--- config.mk ---
export PLATFORM = sky130hd
export DESIGN_NAME = ysyx_24100005_ifu
export DESIGN_NICKNAME = d
export VERILOG_FILES = /design/src/rtl/ysyx_24100005_pkg.sv /design/src/rtl/ysyx_24100005_Reg.sv /design/src/rtl/ysyx_24100005_ifu.sv
export SDC_FILE = /design/constraint.sdc
export NUM_CORES = 1
export LEC_CHECK = 0
export ABC_AREA = 1
export CORE_ASPECT_RATIO = 2
export CORE_MARGIN = 2
export CORE_UTILIZATION = 55
export DETAILED_ROUTE_END_ITERATION = 8
export DONT_BUFFER_PORTS = 1
export PLACE_DENSITY_LB_ADDON = 0.2
export SETUP_SLACK_MARGIN = 0.1
export SLEW_MARGIN = 20
export SYNTH_ARGS = -nofsm -noshare
export SYNTH_HDL_FRONTEND = slang
export SYNTH_SLANG_ARGS = --single-unit
--- constraint.sdc ---
create_clock -name clk -period 4.4 [get_ports clk]
set_clock_uncertainty 0.1 [all_clocks]
set_input_delay 0.44 -clock clk [delete_from_list [all_inputs] [get_ports clk]]
set_output_delay 0.44 -clock clk [all_outputs]
set_load 0.01 [all_outputs]
--- src/rtl/ysyx_24100005_pkg.sv ---
// Shared definitions for the ysyx_24100005 fetch front end: FSM encoding,
// data-path width and architectural reset constants.
package ysyx_24100005_pkg;

    localparam int XLEN = 32;

    typedef enum logic [1:0] {
        ST_REQ  = 2'd0,
        ST_WAIT = 2'd1,
        ST_HOLD = 2'd2
    } ifu_state_e;

    localparam logic [XLEN-1:0] RESET_PC_DEF = 32'h8000_0000;
    localparam logic [XLEN-1:0] NOP_INST_DEF = 32'h0000_0013;

endpackage

--- src/rtl/ysyx_24100005_Reg.sv ---
// Generic write-enabled register with synchronous active-high reset.
module ysyx_24100005_Reg #(
    parameter int               WIDTH     = 32,
    parameter logic [WIDTH-1:0] RESET_VAL = '0
) (
    input  logic             clk,
    input  logic             rst,
    input  logic [WIDTH-1:0] din,
    output logic [WIDTH-1:0] dout,
    input  logic             wen
);

    logic [WIDTH-1:0] dout_q;

    // State register: reset wins, otherwise load on write enable.
    always_ff @(posedge clk) begin
        if (rst) begin
            dout_q <= RESET_VAL;
        end else if (wen) begin
            dout_q <= din;
        end else begin
            dout_q <= dout_q;
        end
    end

    assign dout = dout_q;

endmodule

--- src/rtl/ysyx_24100005_ifu.sv ---
// Instruction fetch unit: owns the fetch PC, issues one read per instruction
// and presents {inst, pc, fault} to the core over a valid/ready port.
module ysyx_24100005_ifu
    import ysyx_24100005_pkg::*;
#(
    parameter logic [31:0] RESET_PC = RESET_PC_DEF,
    parameter logic [31:0] NOP_INST = NOP_INST_DEF
) (
    input  logic        clk,
    input  logic        rst,
    output logic        mem_req_valid,
    input  logic        mem_req_ready,
    output logic [31:0] mem_req_addr,
    input  logic        mem_rsp_valid,
    input  logic [31:0] mem_rsp_data,
    input  logic        mem_rsp_err,
    output logic        out_valid,
    input  logic        out_ready,
    output logic [31:0] out_inst,
    output logic [31:0] out_pc,
    output logic        out_fault,
    input  logic [31:0] next_pc,
    input  logic        flush,
    input  logic [31:0] flush_pc,
    output logic [31:0] fetch_cnt
);

    ifu_state_e        state_q, state_d;
    logic              drop_q, drop_d;
    logic [XLEN-1:0]   out_inst_q, out_inst_d;
    logic [XLEN-1:0]   out_pc_q, out_pc_d;
    logic              out_fault_q, out_fault_d;

    logic [XLEN-1:0]   pc_q, pc_d;
    logic              pc_we;
    logic [XLEN-1:0]   cnt_q;
    logic              cnt_we;

    logic              misaligned;
    logic              req_fire;

    ysyx_24100005_Reg #(.WIDTH(XLEN), .RESET_VAL(RESET_PC)) u_pc (
        .clk  (clk),
        .rst  (rst),
        .din  (pc_d),
        .dout (pc_q),
        .wen  (pc_we)
    );

    ysyx_24100005_Reg #(.WIDTH(XLEN), .RESET_VAL(32'h0000_0000)) u_cnt (
        .clk  (clk),
        .rst  (rst),
        .din  (cnt_q + 32'd1),
        .dout (cnt_q),
        .wen  (cnt_we)
    );

    assign misaligned    = (pc_q[1:0] != 2'b00);
    assign mem_req_valid = !rst && (state_q == ST_REQ) && !misaligned;
    assign mem_req_addr  = pc_q;
    assign req_fire      = mem_req_valid && mem_req_ready;

    // Next-state, PC update and output-latch selection; flush dominates.
    always_comb begin
        state_d     = state_q;
        drop_d      = drop_q;
        out_inst_d  = out_inst_q;
        out_pc_d    = out_pc_q;
        out_fault_d = out_fault_q;
        pc_d        = next_pc;
        pc_we       = 1'b0;
        cnt_we      = 1'b0;
        case (state_q)
            ST_REQ: begin
                if (flush) begin
                    pc_d  = flush_pc;
                    pc_we = 1'b1;
                    if (req_fire) begin
                        // Request already left for the old PC: swallow its response.
                        state_d = ST_WAIT;
                        drop_d  = 1'b1;
                    end else begin
                        state_d = ST_REQ;
                    end
                end else if (misaligned) begin
                    state_d     = ST_HOLD;
                    out_fault_d = 1'b1;
                    out_inst_d  = NOP_INST;
                    out_pc_d    = pc_q;
                end else if (req_fire) begin
                    state_d = ST_WAIT;
                    drop_d  = 1'b0;
                end else begin
                    state_d = ST_REQ;
                end
            end
            ST_WAIT: begin
                if (flush) begin
                    pc_d  = flush_pc;
                    pc_we = 1'b1;
                    if (mem_rsp_valid) begin
                        state_d = ST_REQ;
                        drop_d  = 1'b0;
                    end else begin
                        drop_d  = 1'b1;
                    end
                end else if (mem_rsp_valid) begin
                    if (drop_q) begin
                        state_d = ST_REQ;
                        drop_d  = 1'b0;
                    end else begin
                        state_d     = ST_HOLD;
                        out_inst_d  = mem_rsp_data;
                        out_pc_d    = pc_q;
                        out_fault_d = mem_rsp_err;
                    end
                end else begin
                    state_d = ST_WAIT;
                end
            end
            ST_HOLD: begin
                if (flush) begin
                    pc_d    = flush_pc;
                    pc_we   = 1'b1;
                    state_d = ST_REQ;
                end else if (out_ready) begin
                    pc_d    = next_pc;
                    pc_we   = 1'b1;
                    cnt_we  = 1'b1;
                    state_d = ST_REQ;
                end else begin
                    state_d = ST_HOLD;
                end
            end
            default: begin
                state_d = ST_REQ;
                drop_d  = 1'b0;
            end
        endcase
    end

    // FSM and output holding registers.
    always_ff @(posedge clk) begin
        if (rst) begin
            state_q     <= ST_REQ;
            drop_q      <= 1'b0;
            out_inst_q  <= 32'h0000_0000;
            out_pc_q    <= 32'h0000_0000;
            out_fault_q <= 1'b0;
        end else begin
            state_q     <= state_d;
            drop_q      <= drop_d;
            out_inst_q  <= out_inst_d;
            out_pc_q    <= out_pc_d;
            out_fault_q <= out_fault_d;
        end
    end

    assign out_valid = (state_q == ST_HOLD);
    assign out_inst  = out_inst_q;
    assign out_pc    = out_pc_q;
    assign out_fault = out_fault_q;
    assign fetch_cnt = cnt_q;

endmodule
==> flow_summary_export.csv <==
group,metric,value,unit
grt,antenna_found_initial,0,
setup_path,end_kind,"flip-flop",
placement,dp.cells,951,
cts,worstSkewPairLatency,410,ps
power,switching_power,802.1,µW
synth,synth_fp_nets,954,
outcome,status,"completed",
final_layout,nFillCells,930,
placement,port_buffers,0,
final_layout,fin_area,6340,µm²
placement,place_congestion,0.9122,
final_layout,nets,940,
cts,clockBufferDepth,2,
drt,dr.first_iter.drc_count,201,
final_layout,mostFrequentLayoutCell,"nor2_1",
sta,setup_ws,2151,ps
drt,wl,16580,µm
min_path,hold-path-cell-count,2,
power,p_per_area,476.7,nW/µm²
drt,via_per_inst,5.559,
cts,post_cts_buffers,0,
power,intPower,2.220,mW
floorplanning,initial_core_util,56.54,%
power,pwr-share-comb,9.3,%
setup_path,cp.arrival,2490,ps
power,clkPwrFrac,44.6,%
grt,grt_pass1_vias,5237,
floorplanning,die_x,76.00,µm
synth,ys_seq_area_share,46.35,%
sta,fmax,0.4446,GHz
placement,dpl.hpwl,12060,µm
cts,htreeDepth,4,
min_path,hold_path_class,"in2reg",
sta,hold_viol,0,
sta,setup_viol_count_final,0,
drt,drt_pass1_iterations,5,
power,p_seq_share,46.1,%
setup_path,cp_max_fo,39,
synth,yosys_register_bits,132,
setup_path,reg2reg_depth,9,
grt,grt.overflow.total,0,
cts,cts_sinks,132,
final_layout,ff_latch_area,2643,µm²
cts,clkTransAtPathRegs,60,ps
sta,tightest_slew,989.1,ps
final_layout,final_cell_mix,"nor2_1, dfxtp_1, nand2_1",
final_layout,final_core_util,62.87,%
flow_run,maxCapViolCount,0,
sta,holdWs,38.10,ps
final_layout,final_cells,982,
synth,synth-warning-count,0,
cts,cts_tree,"done",
synth,synthDistinctLibCells,26,
final_layout,drive_gt1_share,5.313,%
cts,cts_buffers,17,
floorplanning,die_h,148.0,µm
sta,grt_setup_unrepaired,"no",
grt,grt_first_pass_wirelength,25800,µm
cts,clockRootBuffer,"clkbuf_16",
setup_path,critical_path_class,"reg2reg",
floorplanning,core_region_area,10080,µm²
synth,synthCells,850,
synth,syn-cell-area,5702,µm²
synth,yosys-top-cells-area,"dfxtp_1, nor2_1, nand2_1",
drt,dr_total_vias,5459,
drt,drtAntennaViolNets,0,
grt,grtUsageTotal,29.03,%
sta,relSlewSlack,33.96,%
synth,syn_area_per_cell,6.708,µm²
sta,drv_slew,0,
floorplanning,rows,52,
floorplanning,die_area,11250,µm²
sta,fin_tns_setup,0,ps
grt,grt_max_degree,68,
placement,place_worst_setup_slack,2169,ps
final_layout,multi_input_area,2560,µm²
power,leakagePower,2.684,nW
power,power_switching_share,26.54,%
final_layout,diodes,0,
setup_path,start_kind,"flip-flop",
floorplanning,io_pins,234,
power,finalPower,3.022,mW
synth,synth_area_leader_cell,"dfxtp_1",
synth,synth_top_area_share,46.35,%
final_layout,syn_to_final_growth,11.19,%
power,vdd_drop_max,0.2724,mV
drt,drc,0,
setup_path,worstPathRequired,4640,ps
sta,period_share,51.12,%
placement,place_area,5747,µm²
drt,wire_per_inst,16.88,µm
sta,period_needed,2249,ps
## per-layer routing
layer	wire length, µm	vias up	global-route usage [%]	share of wire (%)
li1	-	2660	-	-
met1	5756	2499	28.09	35
met2	8719	238	53.30	53
met3	1174	62	7.875	7.1
met4	931	0	19.09	5.6
met5	0	-	0	0
## path summary, 6_finish.rpt
check | slack [ps] | startpoint | to
max | 2150 | state_q[0] | out_inst[3]
min | 40 | rst | u_pc.dout[31]
max reg2reg | 2150 | state_q[0] | out_inst[3]
min reg2reg | 360 | drop_q | drop_q
## timing repair
action                                 4_1_cts  5_1_grt
endpoints found under the hold margin       67        0
resized for setup                            0        0
hold buffers                                 1        0
## cells by family (layout without fill, tap and decap cells)
logic type                 Yosys count  after routing  synth area share, %
and+or+nand+nor                    422            422                29.78
AOI/OAI and AO/OA                  162            162                14.37
DFF                                132            132                46.35
buffers and inverters              130            127                8.822
xor gates and xnor gates             3              3               0.4609
adders and majority gates            1              1               0.2194
## area by class of cell
class / instances / share of cell area, %
multi-input cells: 588 / 40.38
clock buffers: 20 / 7.203
repair buffers: 5 / 0.9078
flip-flops and latches: 132 / 41.68
inverters: 92 / 5.447
clock inverters: 10 / 1.717
well taps: 135 / 2.664
## sequential cells by signal, summed over array words and instances, names as in the netlist
name        cells
u_pc.dout      32
out_pc         32
out_inst       32
out_fault       1
drop_q          1
state_q         2
u_cnt.dout     32
## critical path: stages (launching register included)
cell and delay (ps):
dfxtp_1 470, inv_2 70, nor2_1 180, nand2_1 100, o21ai_1 100, inv_2 50, nand2_2 370, buf_4 460
a21oi_1 140, nor2_1 100
## power by group through the flow
stage	registers, mW	logic, mW	clock network (mW)
global route	1.40	0.320	1.42
floorplan	1.38	0.232	0
global placement	1.42	0.256	0
CTS	1.39	0.281	1.37
detailed placement	1.42	0.268	0
finish	1.39	0.281	1.35
## cell usage after synthesis (all sizes together)
master	n
nor2	256
dfxtp	132
nand2	116
inv	91
o21ai	81
a21oi	77
nand3	27
clkbuf	24
buf	14
nand4	14
nor3	7
o21bai	2
xnor2	2
a31oi	1
clkinv	1
ha	1
nor3b	1
nor4	1
o21a	1
xor2	1
(Power assumes the default switching activity.)
